**src/rtl/dma_pkg.sv**
```systemverilog
// Shared constants and state encoding for the bus DMA engine.
package dma_pkg;

  localparam int          DMA_ADDR_STEP = 4;
  localparam logic [31:0] DMA_IO_BASE   = 32'hF000_0000;

  typedef enum logic [2:0] {
    ST_IDLE = 3'd0,
    ST_ARB  = 3'd1,
    ST_RD   = 3'd2,
    ST_WR   = 3'd3,
    ST_FIN  = 3'd4
  } dma_state_e;

  typedef struct packed {
    logic cmd_ready;
    logic busy;
    logic bus_req;
    logic done;
  } dma_flags_t;

  // Status outputs are a pure function of the state being entered, so they
  // can be registered alongside the state itself.
  function automatic dma_flags_t state_flags(input dma_state_e s);
    dma_flags_t f;
    f.cmd_ready = (s == ST_IDLE);
    f.busy      = (s != ST_IDLE);
    f.bus_req   = (s == ST_ARB) || (s == ST_RD) || (s == ST_WR);
    f.done      = (s == ST_FIN);
    return f;
  endfunction

endpackage

```
**src/rtl/dma_ptr.sv**
```systemverilog
// Loadable byte-address register that advances by a fixed step per word.
module dma_ptr
  import dma_pkg::*;
#(
  parameter int DBITS = 32,
  parameter int STEP  = DMA_ADDR_STEP
) (
  input  logic             clk,
  input  logic             reset,
  input  logic             i_load,
  input  logic [DBITS-1:0] i_load_val,
  input  logic             i_inc,
  output logic [DBITS-1:0] o_addr
);

  localparam logic [DBITS-1:0] STEP_W = DBITS'(STEP);

  logic [DBITS-1:0] r_addr;

  // NOTE: state registers use non-blocking assignment so every flop samples
  // pre-edge values regardless of block evaluation order.
  always_ff @(posedge clk) begin
    if (reset) begin
      r_addr <= '0;
    end else if (i_load) begin
      r_addr <= i_load_val;
    end else if (i_inc) begin
      r_addr <= r_addr + STEP_W;
    end
  end

  assign o_addr = r_addr;

endmodule

```
**src/rtl/bus_dma.sv**
```systemverilog
// Single-channel memory-to-memory copy engine: arbitrates for the shared bus,
// then alternates read and write cycles word by word.
module bus_dma
  import dma_pkg::*;
#(
  parameter int DBITS     = 32,
  parameter int CNT_BITS  = 16,
  parameter int ADDR_STEP = DMA_ADDR_STEP
) (
  input  logic                clk,
  input  logic                reset,
  input  logic                cmd_valid,
  output logic                cmd_ready,
  input  logic [DBITS-1:0]    src_addr,
  input  logic [DBITS-1:0]    dst_addr,
  input  logic [CNT_BITS-1:0] word_count,
  output logic                bus_req,
  input  logic                bus_gnt,
  output logic [DBITS-1:0]    abus,
  output logic [DBITS-1:0]    dbus_out,
  output logic                dbus_oe,
  input  logic [DBITS-1:0]    dbus_in,
  output logic                we,
  output logic                busy,
  output logic                done
);

  dma_state_e          r_state;
  dma_flags_t          r_flags;
  logic [CNT_BITS-1:0] r_count;
  logic [DBITS-1:0]    r_hold;

  logic [DBITS-1:0]    w_src;
  logic [DBITS-1:0]    w_dst;
  logic                w_accept;
  logic                w_rd_act;
  logic                w_wr_act;

  assign w_accept = (r_state == ST_IDLE) && cmd_valid;
  assign w_rd_act = (r_state == ST_RD) && bus_gnt;
  assign w_wr_act = (r_state == ST_WR) && bus_gnt;

  // Both pointers step only on a granted write, so a stall never skips a word.
  dma_ptr #(.DBITS(DBITS), .STEP(ADDR_STEP)) u_src_ptr (
    .clk        (clk),
    .reset      (reset),
    .i_load     (w_accept),
    .i_load_val (src_addr),
    .i_inc      (w_wr_act),
    .o_addr     (w_src)
  );

  dma_ptr #(.DBITS(DBITS), .STEP(ADDR_STEP)) u_dst_ptr (
    .clk        (clk),
    .reset      (reset),
    .i_load     (w_accept),
    .i_load_val (dst_addr),
    .i_inc      (w_wr_act),
    .o_addr     (w_dst)
  );

  always_ff @(posedge clk) begin
    if (reset) begin
      r_state <= ST_IDLE;
      r_flags <= state_flags(ST_IDLE);
      r_count <= '0;
      // NOTE: the data holding register is cleared too, so no stale word from
      // an abandoned transfer survives reset.
      r_hold  <= '0;
    end else begin
      case (r_state)
        ST_IDLE: begin
          if (cmd_valid) begin
            r_count <= word_count;
            if (word_count == '0) begin
              r_state <= ST_FIN;
              r_flags <= state_flags(ST_FIN);
            end else begin
              r_state <= ST_ARB;
              r_flags <= state_flags(ST_ARB);
            end
          end
        end
        ST_ARB: begin
          if (bus_gnt) begin
            r_state <= ST_RD;
            r_flags <= state_flags(ST_RD);
          end
        end
        ST_RD: begin
          if (bus_gnt) begin
            r_hold  <= dbus_in;
            r_state <= ST_WR;
            r_flags <= state_flags(ST_WR);
          end
        end
        ST_WR: begin
          if (bus_gnt) begin
            r_count <= r_count - CNT_BITS'(1);
            if (r_count == CNT_BITS'(1)) begin
              r_state <= ST_FIN;
              r_flags <= state_flags(ST_FIN);
            end else begin
              r_state <= ST_RD;
              r_flags <= state_flags(ST_RD);
            end
          end
        end
        default: begin
          r_state <= ST_IDLE;
          r_flags <= state_flags(ST_IDLE);
        end
      endcase
    end
  end

  assign cmd_ready = r_flags.cmd_ready;
  assign busy      = r_flags.busy;
  assign bus_req   = r_flags.bus_req;
  assign done      = r_flags.done;

  // Bus drive follows the grant combinationally so the CPU can take the bus
  // back in the same cycle it withdraws the grant.
  assign abus     = w_rd_act ? w_src : (w_wr_act ? w_dst : '0);
  assign dbus_out = w_wr_act ? r_hold : '0;
  assign dbus_oe  = w_wr_act;
  assign we       = w_wr_act;

endmodule

```
**config.mk**
```make
export PLATFORM = sky130hd
export DESIGN_NAME = bus_dma
export DESIGN_NICKNAME = d
export VERILOG_FILES = /design/src/rtl/dma_pkg.sv /design/src/rtl/dma_ptr.sv /design/src/rtl/bus_dma.sv
export SDC_FILE = /design/constraint.sdc
export NUM_CORES = 1
export LEC_CHECK = 0
export BUFFER_PORTS_ARGS = -buffer_cell sky130_fd_sc_hd__buf_2
export CORE_MARGIN = 8
export CORE_UTILIZATION = 52
export DETAILED_ROUTE_END_ITERATION = 7
export PLACE_DENSITY_LB_ADDON = 0.08
export RECOVER_POWER = 25
export REMOVE_ABC_BUFFERS = 1
export SLEW_MARGIN = 15
export SYNTH_ARGS = -nofsm -noshare
export SYNTH_HDL_FRONTEND = slang
export SYNTH_SLANG_ARGS = --single-unit
```
**constraint.sdc**
```tcl
create_clock -name clk -period 3.05 [get_ports clk]
set_input_delay 0.7625 -clock clk [delete_from_list [all_inputs] [get_ports clk]]
set_output_delay 0.7625 -clock clk [all_outputs]
set_load 0.01 [all_outputs]
```
Yosys cells after proc, flatten, opt, wreduce, memory -nomap -nowiden

Cells that the tools add are included.

$add $sub $neg: 3
Equality and inequality tests: 9
Muxes and demuxes: 23
Reductions and logical operators: 12

Operators by type and width:

| cell                                                  | count |
|---|---|
| 2-to-1 mux 32 bit                                     | 7 |
| adder 32 x 3 -> 32 bit, second input constant         | 2 |
| 2-to-1 mux 16 bit                                     | 2 |
| case mux 16 bit (2 select lines)                      | 1 |
| 2-to-1 mux 3 bit                                      | 6 |
| == test 16 x 1 -> 1 bit, second input constant        | 1 |
| logical NOT 16 bit                                    | 1 |
| subtractor 16 x 1 -> 16 bit, second input constant    | 1 |
| 2-to-1 mux 4 bit                                      | 3 |
| case mux 3 bit (4 select lines)                       | 1 |
| case mux 4 bit (3 select lines)                       | 1 |
| inequality test 2 bit, second input constant          | 4 |
| == test 3 x 2 -> 1 bit, second input constant         | 2 |
| AND reduction 3 bit                                   | 2 |
| 2-to-1 mux 2 bit                                      | 2 |
| AND reduction 4 bit                                   | 1 |
| nonzero test 2 bit                                    | 2 |
| == test 3 x 1 -> 1 bit, second input constant         | 1 |
| logical AND 1 bit                                     | 3 |
| logical NOT 3 bit                                     | 1 |
| inequality test 2 x 1 -> 1 bit, second input constant | 1 |
| AND reduction 2 bit                                   | 1 |
| OR reduction 2 bit                                    | 1 |

Register bits after elaboration: 119
Bits of input ports: 116
Output and inout port bits: 70
Logic and storage cells: 56

Logic depth before layout (Yosys ltp)

Gate-level depths: netlist (run 1).

Word-level depth: 4
Gate-level depth with buffers: 7
Gate-level depth less buffers: 6

Hierarchy

From an unflattened synthesis (run 1), not the netlist that was laid out.

Cells, all modules: 861
Area total of the unflattened synthesis: 6,842.8 sq um

By module, submodules not included:

| module  | instances | cells each | area each (sq um) | sequential area each (sq um) |
|---|---|---|---|---|
| dma_ptr | 2         | 234        | 1,893.1           | 640.6 |
| bus_dma | 1         | 393        | 3,056.7           | 1,101.1 |

Worst setup path before layout (run 1)

No wires, ideal clock.

Path kind: in2out
From: input bus_gnt
To: output abus[14]
Arrival time: 2,037 ps
Required time: 2,288 ps
Slack: 250 ps
Stages on the path: 6
Path buffers: 3
Path through: nand4b_1 inv_1 buf_2 buf_1 buf_1 a22o_1

Longest elaborated chain between the ends: 3
Elaborated cells on any way between the ends: 4

Ends and longest elaborated chain:

| what                  | RTL line       | source |
|---|---|---|
| start: declaration    | bus_dma.sv:18  | `input logic bus_gnt,` |
| logical AND 1 bit     | bus_dma.sv:41  | `assign w_wr_act = (r_state == ST_WR) && bus_gnt;` |
| 2-to-1 mux 32 bit     | bus_dma.sv:124 | `assign abus = w_rd_act ? w_src : (w_wr_act ? w_dst : '0);` |
| 2-to-1 mux 32 bit (*) | bus_dma.sv:124 |  |
| end: declaration      | bus_dma.sv:19  | `output logic [DBITS-1:0] abus,` |

Every way passes the cells marked *; elsewhere a longest branch is shown, timed or not.

Worst setup path in the final report (run 1)

From: register r_state[1]
To: output abus[28]

Longest elaborated chain between the ends: 4
Elaborated cells on any way between the ends: 6

Ends and longest elaborated chain:

| what                     | RTL line       | source |
|---|---|---|
| start: declaration       | bus_dma.sv:28  | `dma_state_e r_state;` |
| start signal: assignment | bus_dma.sv:64  | `r_state <= ST_IDLE;` |
| start signal: assignment | bus_dma.sv:76  | `r_state <= ST_FIN;` |
| start signal: assignment | bus_dma.sv:79  | `r_state <= ST_ARB;` |
| == test 3 x 2 -> 1 bit   | bus_dma.sv:41  |  |
| logical AND 1 bit        | bus_dma.sv:41  |  |
| 2-to-1 mux 32 bit        | bus_dma.sv:124 |  |
| 2-to-1 mux 32 bit (*)    | bus_dma.sv:124 |  |

Marks and branches as above.

==> metrics.md, run 1 <==
| Metric | Value |
|---|---|
| Adder-cell share of the synthesized area | 0.007845 |
| WP data required | 2.29 ns |
| H-tree depth | 4 |
| Fmax | 356.3 MHz |
| CTS tree | done |
| Top cells by count, synth | 120 x nand2_1, 119 x dfxtp_1, 81 x nor2_1 |
| Setup Fix Bufs, Post-CTS | 0 |
| Compound-cell area share of the yosys netlist | 0.2185 |
| Worst-Skew Late Latency | 0.42 ns |
| Final worst slack | 0.2434 ns |
| First-pass GRT wire length | 31.77 mm |
| Slew headroom | 0.05221 |
| Final max-slew violation count | 0 |
| Routed WL | 19.56 mm |
| Switching Fraction | 0.2676 |
| Sequential share of the synthesized area | 0.3734 |
| Slowest stage delay, CP | 0.57 ns |
| Gr ovfl total | 0 |
| YS warnings | 0 |
| Fin area | 7931 µm² |
| Drt wl/cell | 17.26 µm |
| CP delay by family, top | buffers and inverters |
| Hold_buf cts | 0 |
| PwrDens | 530.9 nW/µm² |
| Post-Synth XOR/XNOR Area | 0.04668 |
| Area Overhead vs Synth | 24.32% |
| Critical path class | reg2out |
| Post-CTS Resized | 0 |
| Hold endpoint | r_hold[7]$_SDFFE_PP0P_ |
| Antenna violations before repair | 0 |
| Setup TNS | 0 ns |
| Drt via density | 5.950 |
| Net Sw Power | 1.127 mW |
| Fin Clk Skew | 0.009274 ns |
| DRC Markers | 0 |
| Largest family of logic cells by synthesized area | simple AND/OR/NAND/NOR gates |
| FF-to-FF path depth | 8 |
| Simple-Gate Fraction of Synth Area | 0.3022 |
| RePlAce Congestion | 0.8755 |
| Worst hold slack | 0.4483 ns |
| Seq pwr share | 0.435 |
| Root Buffer | clkbuf_16 |
| Count leader, synth | nand2_1 |
| Distinct cells, synth | 60 |
| Detail Placement HPWL | 13.85 mm |
| CP max stage cell | dfxtp_1 |
| Combinational Power Share | 0.131 |
| Final Non-Filler Cells | 1133 |
| ANT nets after route | 0 |
| Area leader, netlist | dfxtp_1 |
| Worst-path cell chain | nand4b_1 > inv_2 > buf_4 > a22o_1 > buf_2 |
| Placed cell area | 7431 µm² |
| Worst R2R Start | r_state[2]$_SDFFE_PP0P_ |
| CTS buffer count | 17 |
| Vias in the first global route | 6414 |
| Largest net degree at the start of global routing | 105 |
| Clk network pwr share | 0.434 |
| Dpl cells | 1103 |
| Mapped Cells | 817 |
| Via count | 6741 |
| Critical path endpoint category | primary output |
| I/O pin cnt | 186 |
| # port buffers | 185 |
| Critical path peak fanout | 16 |
| Place WS | 0.3245 ns |
| Post-Syn Area | 6380 µm² |
| Die area | 16070 µm² |
| RSZ-0062 raised after global routing | no |
| All-Layer GR Usage | 0.2380 |
| Async S/R FF share, synth | 0 |
| Iter 0 DRT Violations | 517 |
| Ant. Diodes | 0 |
| CTS Buffer Depth | 2 |
| Worst EP arrival | 2.04 ns |
| Nets@finish | 1095 |
| Least-Margin Pin Slew | 1.422 ns |
| Hold Path Origin | r_hold[7]$_SDFFE_PP0P_ |
| Worst reg-to-reg setup slack | 0.41 ns |
| Post-synthesis mux area share | 0.005295 |
| Worst R2R End | r_count[15]$_SDFFE_PP0P_ |
| LEAKAGE | 3.189 nW |
| Max cap viols | 0 |
| Final Critical Period | 2.807 ns |
| Hold depth | 2 |
| Post-synth top flop | dfxtp_1 |
| Hold Fails Final Rpt | 0 |
| Initial Utilization | 0.5311 |
| Peak VDD IR | 0.0003049 V |
| Outcome | finished clean |
| Placement Rows | 40 |
| Core Area | 12010 µm² |
| Clk sink count | 119 |
| Min-delay worst type | reg2reg |
| Worst setup SP type | flip-flop |
| Power, Total | 4.210 mW |
| Reg clk slew, reported paths | 0.05 ns |
| Final Core Density | 0.6603 |
| Worst path bufs/invs | 3 |
| #FFs+latches synth | 119 |
| EDFF count, synth | 0 |
| Ratio of cells with drive above 1 in the final layout | 0.2414 |
| DR pass1 iterations | 7 |
| Die W | 126.8 µm |
| Top cell type's share of synthesized area | 0.3734 |
| Final worst-path cycle share | 0.9202 |
| Syn avg cell area | 7.809 µm² |
| Dominant cells by area after synthesis | dfxtp_1 37%, nand2_1 7.1%, a211oi_1 5.3% |
| Cell Int Power | 3.084 mW |
| Filler Cell Count | 1084 |
| Die H | 126.8 µm |
| Final setup viols | 0 |
==> power groups by stage <==
stage | Combinational (mW) | Clock (mW) | Sequential (mW)
floorplan | 0.337 | 0 | 1.81
global placement | 0.537 | 0 | 1.85
detailed placement | 0.553 | 0 | 1.86
CTS | 0.557 | 1.85 | 1.82
global route | 0.617 | 1.93 | 1.85
finish | 0.552 | 1.83 | 1.83
==> worst reg2reg max path, stage by stage, from the launching register on <==
cell and delay (ns):
dfxtp_1 0.41, clkbuf_1 0.23, nor4b_1 0.37, clkbuf_1 0.70
nor2_1 0.08, buf_4 0.25, nor3_1 0.23, nor3_1 0.07
nor4_1 0.24
==> metal layers <==
layer	part of all wire	GRT usage	routed length (µm)	vias to the layer above
li1	-	-	-	3313
met1	0.45	0.3058	8808	3132
met3	0.072	0.06703	1407	32
met2	0.46	0.3739	8984	264
met5	0	0	0	-
met4	0.018	0.08397	356	0
==> registers in the layout (all words and copies together) (netlist names) <==
register and flops:
u_dst_ptr.o_addr 32, u_src_ptr.o_addr 32, bus_req 1, r_state 3
busy 1, done 1, r_hold 32, r_count 16
cmd_ready 1
==> final cells by class <==
cell class                      count  area [µm²]  share of cell area
Clock buffer                       26       489.2             0.06168
Tap cell                          147       183.9             0.02319
Inverter                            8       30.03            0.003786
Sequential cell                   119        2384              0.3005
Clock inverter                      4       45.04            0.005679
Multi-Input combinational cell    624        3716              0.4685
Timing Repair Buffer              205        1084              0.1366
==> placed cells by master (no fill, tap or decap), types with 4 or more instances in the layout <==
cell type,Yosys,final
nand4_1,21,21
dfxtp_1,119,118
nand3b_1,4,4
a22oi_1,8,8
a22o_1,29,29
a2111oi_0,4,4
xor2_1,14,14
a211oi_1,45,45
nand3_1,21,21
and3_1,11,11
or3_1,8,8
ha_1,4,4
nor2_1,81,81
a31oi_1,4,4
clkbuf_16,0,17
xnor2_1,20,20
nand2_1,120,120
nand4b_1,4,4
a21oi_1,53,53
inv_1,8,7
nor4_1,27,27
and2_1,34,34
o21ai_0,24,24
a311oi_1,9,9
nor3_1,22,22
buf_2,4,180
buf_4,3,15
clkbuf_1,52,14
and4_1,10,10
or4_1,5,5
==> cell families (layout without fill, tap and decap cells) <==
group                    Yosys count  in the layout
AO/OA/AOI/OAI                    201            201
XOR/XNOR                          34             34
buffers and inverters             74            243
flip-flops                       119            119
adder cells (fa/ha/maj)            4              4
AND/OR/NAND/NOR                  382            382
multiplexers                       3              3
==> worst max path at each step <==
stage	startpoint	endpoint	slack (ns)	cells past startpoint
5_1_grt	r_state[1]$_SDFFE_PP0P_	abus[28]	0.11	5
4_1_cts	r_state[0]$_SDFFE_PP0P_	abus[28]	0.1	5
6_report	r_state[1]$_SDFFE_PP0P_	abus[28]	0.24	5
2_1_floorplan	bus_gnt	abus[6]	-3.55	2
3_5_place_dp	bus_gnt	abus[11]	0.32	5
3_3_place_gp	bus_gnt	abus[13]	0.36	6
No activity file was read; power rests on OpenSTA's default activity.
==> run 2, diff against run 1 <==
- ABC_AREA: not set -> 1
- CORE_UTILIZATION: 52 -> 54
==> run 2 against run 1 <==
Via count rose by 30%. Die area up 12%. Clock skew shrank 0.00063 ns. Maximum frequency shrank 0.94%. Clock-buffer cell count down 3. Design area grew 16%. Utilization grew 0.51 points. Critical path type unchanged. Critical endpoint is now abus[31]. Largest power group is now combinational logic.
==> metrics.md, run 2 <==
| Metric | Value |
|---|---|
| Outcome | finished clean |
| Post-CTS Resized | 0 (unchanged) |
| Core Area | 13770 µm² (+15%) |
| Routed WL | 24.93 mm (+27%) |
| Peak VDD IR | 0.0004300 V (+41%) |
| Vias in the first global route | 8235 (+28%) |
| Least-Margin Pin Slew | 0.9992 ns (-0.4225 ns) |
| Post-synth top flop | dfxtp_1 |
| Compound-cell area share of the yosys netlist | 0.1960 (-0.02252) |
| DR pass1 iterations | 5 (-2) |
| Antenna violations before repair | 1 (+1) |
| Worst R2R Start | r_state[1]$_SDFFE_PP0P_ |
| Commonest non-fill, non-tap cell in the layout | nand2_1 |
| Final max-slew violation count | 0 (unchanged) |
| Top cell type's share of synthesized area | 0.3156 (-0.05776) |
| Power, Total | 6.707 mW (+59%) |
| PwrDens | 731.7 nW/µm² (+38%) |
| Placed cell area | 8598 µm² (+16%) |
| Final worst-path cycle share | 0.9289 (+0.008757) |
| Worst EP arrival | 2.07 ns (+0.03 ns) |
| Worst-Skew Late Latency | 0.41 ns (about the same) |
| All-Layer GR Usage | 0.2725 (+0.03453) |
| Clk sink count | 119 (unchanged) |
| Hold depth | 2 (unchanged) |
| RePlAce Congestion | 0.9736 (+11%) |
| Die W | 134.2 µm (+5.9%) |
| Die H | 134.2 µm (+5.9%) |
| Gr ovfl total | 0 (unchanged) |
| Post-Syn Area | 7547 µm² (+18%) |
| Root Buffer | clkbuf_16 |
| Fin Clk Skew | 0.008648 ns (-0.0006268 ns) |
| Critical path class | reg2out |
| DRC Markers | 0 (unchanged) |
| Filler Cell Count | 1353 (+25%) |
| Setup Fix Bufs, Post-CTS | 0 (unchanged) |
| Hold_buf cts | 0 (unchanged) |
| Detail Placement HPWL | 18.22 mm (+32%) |
| Slew headroom | 0.3331 (+0.2809) |
| EDFF count, synth | 0 (unchanged) |
| Worst reg-to-reg setup slack | 0.66 ns (+0.25 ns) |
| Nets@finish | 1549 (+41%) |
| LEAKAGE | 3.882 nW (+22%) |
| Simple-Gate Fraction of Synth Area | 0.3566 (+0.05438) |
| Drt wl/cell | 15.37 µm (-11%) |
| Hold Fails Final Rpt | 0 (unchanged) |
| Hold Path Origin | r_hold[1]$_SDFFE_PP0P_ |
| Area Overhead vs Synth | 21.44% |
| ANT nets after route | 0 (unchanged) |
| First-pass GRT wire length | 40.35 mm (+27%) |
| Count leader, synth | nand2_1 |
| Dominant cells by area after synthesis | dfxtp_1 32%, nand2_1 17%, nor2_1 8.7% |
| Most frequent cells in the layout | 338 x nand2_1, 181 x buf_2, 174 x nor2_1, 157 x inv_1, 119 x dfxtp_1 |
| Final setup viols | 0 (unchanged) |
| Critical path peak fanout | 39 (+23) |
| Syn avg cell area | 5.929 µm² (-24%) |
| Top cells by count, synth | 338 x nand2_1, 174 x nor2_1, 155 x inv_1 |
| Async S/R FF share, synth | 0 (unchanged) |
| Reg clk slew, reported paths | 0.05 ns (about the same) |
| Fin area | 9165 µm² (+16%) |
| Via count | 8744 (+30%) |
| Area leader, netlist | dfxtp_1 |
| Hold endpoint | r_hold[1]$_SDFFE_PP0P_ |
| Initial Utilization | 0.5480 (+0.01682) |
| # port buffers | 185 (unchanged) |
| I/O pin cnt | 186 (unchanged) |
| Critical path endpoint category | primary output |
| Drt via density | 5.391 (-9.4%) |
| Post-Synth XOR/XNOR Area | 0.005802 (-0.04087) |
| Max cap viols | 0 (unchanged) |
| Die area | 18020 µm² (+12%) |
| Iter 0 DRT Violations | 736 (+42%) |
| CTS buffer count | 17 (unchanged) |
| FF-to-FF path depth | 8 (unchanged) |
| Distinct cells, synth | 35 (-42%) |
| RSZ-0062 raised after global routing | no |
| Final Critical Period | 2.833 ns (+0.02671 ns) |
| WP data required | 2.29 ns (about the same) |
| Sequential share of the synthesized area | 0.3156 (-0.05776) |
| #FFs+latches synth | 119 (unchanged) |
| Largest net degree at the start of global routing | 72 (-31%) |
| Placement Rows | 43 (+7.5%) |
| YS warnings | 0 (unchanged) |
| CTS Buffer Depth | 2 (unchanged) |
| Adder-cell share of the synthesized area | 0.006631 (-0.001213) |
| Min-delay worst type | reg2reg |
| CTS tree | done |
| H-tree depth | 4 (unchanged) |
| Worst R2R End | r_count[9]$_SDFFE_PP0P_ |
| Post-synthesis mux area share | 0 (-0.005295) |
| Ratio of cells with drive above 1 in the final layout | 0.1652 (-0.07622) |
| Largest family of logic cells by synthesized area | simple AND/OR/NAND/NOR gates |
| Worst setup SP type | flip-flop |
| Mapped Cells | 1273 (+56%) |
| Fmax | 353.0 MHz (-0.94%) |
[run 2: worst max-delay path by stage]
stage | slack, ns | end | cells after the start | start
floorplan | -0.76 | abus[13] | 2 | bus_gnt
global placement | 0.52 | abus[18] | 7 | bus_gnt
detailed placement | 0.48 | abus[18] | 7 | bus_gnt
CTS | 0.23 | abus[18] | 7 | r_state[1]$_SDFFE_PP0P_
global route | 0.05 | abus[18] | 7 | r_state[1]$_SDFFE_PP0P_
finish | 0.22 | abus[31] | 6 | r_state[1]$_SDFFE_PP0P_
[run 2: final cells by class]
class / instances / area, µm² / area share
diodes: 1 / 2.502 / 0.0002730
clock inverters: 8 / 96.34 / 0.01051
clock buffers: 23 / 488.0 / 0.05324
multi-input cells: 931 / 4279 / 0.4669
well taps: 180 / 225.2 / 0.02457
repair buffers: 200 / 1089 / 0.1188
flip-flops and latches: 119 / 2382 / 0.2599
inverters: 160 / 603.1 / 0.06580
[run 2: through the flow]
| stage | util | setup slack (ns) | TNS, ns | std cells | hold slack [ns] |
|---|---|---|---|---|---|
| final | 0.6654 | 0.2167 | 0 | 1622 | 0.4503 |
| after global routing | 0.6654 | 0.04830 | 0 | 1622 | 0.4669 |
| after CTS | 0.6667 | 0.2262 | 0 | 1621 | 0.4517 |
| after detailed placement | 0.6243 | 0.4776 | 0 | 1590 | 0.4432 |
| after global placement | 0.6243 | 0.5170 | 0 | 1590 | 0.4362 |
| after floorplan | - | -0.7646 | -31.16 | 1210 | 0.4318 |
[run 2: logic make-up (layout without fill, tap and decap cells)]
family | count (synthesis) | in the layout
AND/OR/NAND/NOR | 652 | 652
AO/OA/AOI/OAI | 270 | 270
buffers and inverters | 223 | 391
flip-flops | 119 | 119
XOR/XNOR | 5 | 5
adder cells (fa/ha/maj) | 4 | 4
other | 0 | 1
[run 2: power by group]
part / leakage, nW / internal [mW] / total (mW) / switching [mW]
Sequential: 0.975 / 1.94 / 2.31 / 0.364
Clock: 0.289 / 1.28 / 1.99 / 0.710
Combinational: 2.62 / 0.802 / 2.41 / 1.61
Total: 3.88 / 4.02 / 6.71 / 2.68
[run 2: worst max-delay path, cell delays in order, from the launching register on]
cell	delay [ns]
dfxtp_1	0.46
nand3_1	0.19
inv_4	0.22
nand2_4	0.23
buf_12	0.25
o22ai_1	0.14
buf_2	0.16
[run 2: per-layer routing]
metal  GRT usage  share of wire
met1      0.3345           0.43
met2      0.4457           0.46
met3     0.06657          0.090
met4      0.1135          0.024
met5           0              0
==> run 3, diff against run 2 <==
--- a/config.mk
+++ b/config.mk
@@ -12,3 +12,3 @@
 export DETAILED_ROUTE_END_ITERATION = 7
-export PLACE_DENSITY_LB_ADDON = 0.08
+export PLACE_DENSITY = 0.88
 export RECOVER_POWER = 25
--- a/constraint.sdc
+++ b/constraint.sdc
@@ -3,2 +3,2 @@
 set_output_delay 0.7625 -clock clk [all_outputs]
-set_load 0.01 [all_outputs]
+set_load 0.1 [all_outputs]
==> run 3 against run 2 <==
Design area up 11%. First-iteration DRC count rose by 38%. Total power increased by 7.6%. Highest routed layer is now met5. Largest cell class unchanged. Die area unchanged.
==> metrics.md, run 3 (synthesis results as in run 2) <==
| Metric | Value |
|---|---|
| Outcome | finished clean |
| Gr ovfl total | 0 (unchanged) |
| Critical path endpoint | abus[26] |
| Hold Fails Final Rpt | 0 (unchanged) |
| Core Area | 13770 µm² (unchanged) |
| Placement Rows | 43 (unchanged) |
| Final Non-Filler Cells | 1622 (unchanged) |
| Power, Total | 7.217 mW (+7.6%) |
| Slew headroom | 0.4473 (+0.1142) |
| Root Buffer | clkbuf_16 |
| Met2 WL | 13.19 mm (+15%) |
| PwrDens | 708.8 nW/µm² (-3.1%) |
| Largest net degree at the start of global routing | 97 (+35%) |
| Die H | 134.2 µm (unchanged) |
| LEAKAGE | 4.064 nW (+4.7%) |
| H-tree depth | 4 (unchanged) |
| Worst R2R Start | r_state[0]$_SDFFE_PP0P_ |
| Critical Path Start | r_state[1]$_SDFFE_PP0P_ |
| RePlAce Congestion | 0.9794 (+0.60%) |
| Reg clk slew, reported paths | 0.06 ns (about the same) |
| Most frequent cells in the layout | 338 x nand2_1, 174 x nor2_1, 156 x inv_1, 119 x dfxtp_1, 119 x buf_2 |
| Hold_buf cts | 0 (unchanged) |
| Area Overhead vs Synth | 34.91% |
| Critical path endpoint category | primary output |
| CTS tree | done |
| Ratio of cells with drive above 1 in the final layout | 0.1662 (+0.001040) |
| All-Layer GR Usage | 0.2885 (+0.01601) |
| Fin Clk Skew | 0.008335 ns (-0.0003124 ns) |
| Antenna violations before repair | 5 (+4) |
| Peak VDD IR | 0.0008668 V (+100%) |
| Max cap viols | 0 (unchanged) |
| I/O pin cnt | 186 (unchanged) |
| Critical path class | reg2out |
| Min-delay worst type | reg2reg |
| Worst R2R End | u_src_ptr.o_addr[15]$_SDFFE_PP0P_ |
| Dpl cells | 1587 (-0.19%) |
| DR pass1 iterations | 6 (+1) |
| FF-to-FF path depth | 7 (-1) |
| RSZ-0062 raised after global routing | no |
| Final worst-path cycle share | 0.9447 (+0.01578) |
| Commonest non-fill, non-tap cell in the layout | nand2_1 |
| Top Metal Used | met5 |
| First-pass GRT wire length | 42.30 mm (+4.8%) |
| DRC Markers | 0 (unchanged) |
| Die area | 18020 µm² (unchanged) |
| Via count | 9199 (+5.2%) |
| Drt via density | 5.671 (+5.2%) |
| Vias in the first global route | 8658 (+5.1%) |
| # port buffers | 185 (unchanged) |
| Initial Utilization | 0.5480 (unchanged) |
| Post-CTS Resized | 0 (unchanged) |
| Setup Fix Bufs, Post-CTS | 0 (unchanged) |
| Die W | 134.2 µm (unchanged) |
| CTS buffer count | 17 (unchanged) |
| Worst reg-to-reg setup slack | 0.56 ns (-0.10 ns) |
| CTS Buffer Depth | 2 (unchanged) |
| Final Critical Period | 2.881 ns (+0.04813 ns) |
| Nets@finish | 1546 (-0.19%) |
| Least-Margin Pin Slew | 0.8291 ns (-0.1702 ns) |
| Worst-Skew Late Latency | 0.42 ns (about the same) |
| Critical path peak fanout | 68 (+74%) |
| Iter 0 DRT Violations | 1015 (+38%) |
| DR WL met3 | 2.416 mm (+7.8%) |
| Drt wl/cell | 16.37 µm (+6.5%) |
| M1 WL | 9.801 mm (-7.5%) |
| Clk sink count | 119 (unchanged) |
| WP data required | 2.29 ns (about the same) |
| Fmax | 347.1 MHz (-1.7%) |
| Worst setup SP type | flip-flop |
| Final max-slew violation count | 0 (unchanged) |
| Routed WL | 26.55 mm (+6.5%) |
| Worst EP arrival | 2.12 ns (+0.05 ns) |
| Final setup viols | 0 (unchanged) |
| Detail Placement HPWL | 19.02 mm (+4.3%) |
| ANT nets after route | 0 (unchanged) |
run 3: final cells by class:
type	instances	area, µm²
clock buffers	23	478.0
clock inverters	8	145.1
diodes	4	10.01
inverters	160	603.1
fillers	1069	3591
flip-flops and latches	119	2382
repair buffers	197	2074
multi-input cells	931	4264
well taps	180	225.2
run 3: how the worst min path moves through the flow:
stage	start	cells after the start	endpoint
2_1_floorplan	u_src_ptr.o_addr[0]$_SDFFE_PP0P_	2	u_src_ptr.o_addr[0]$_SDFFE_PP0P_
5_1_grt	r_hold[1]$_SDFFE_PP0P_	2	r_hold[1]$_SDFFE_PP0P_
3_5_place_dp	r_hold[21]$_SDFFE_PP0P_	2	r_hold[21]$_SDFFE_PP0P_
4_1_cts	r_hold[2]$_SDFFE_PP0P_	2	r_hold[2]$_SDFFE_PP0P_
6_report	r_hold[12]$_SDFFE_PP0P_	2	r_hold[12]$_SDFFE_PP0P_
3_3_place_gp	cmd_ready$_SDFFE_PP1P_	2	cmd_ready$_SDFFE_PP1P_
run 3: per-layer routing:
metal / vias up / GRT usage
met3: 113 / 0.07330
met4: 2 / 0.1585
met2: 517 / 0.4899
li1: 4425 / -
met5: - / 0
met1: 4142 / 0.3242
run 3: through the flow:
stage | utilization | instance area [µm²] | setup TNS, ns | hold WS (ns) | setup slack (ns)
global route | 0.7393 | 10180 | 0 | 0.4668 | 0.07416
global placement | 0.6949 | 9572 | 0 | 0.4372 | 0.4623
floorplan | - | 7249 | -153.81 | 0.4318 | -3.554
detailed placement | 0.6949 | 9572 | 0 | 0.4436 | 0.4004
finish | 0.7393 | 10180 | 0 | 0.4499 | 0.1686
CTS | 0.7402 | 10190 | 0 | 0.4524 | 0.1854
run 3: worst max-delay path, cell delays in order (launching register included):
cell and delay (ns):
dfxtp_1 0.45, nand3_2 0.16, inv_4 0.21, nand2_4 0.07, buf_12 0.19, o22ai_1 0.31
buf_12 0.22
run 3: report_power, final:
part           leakage, nW  internal [mW]  total, mW  switching, mW
Clock                0.299           1.42       2.14          0.711
Combinational         2.79          0.861       2.77           1.91
Sequential           0.975           1.94       2.31          0.371
Total                 4.06           4.23       7.22           2.99
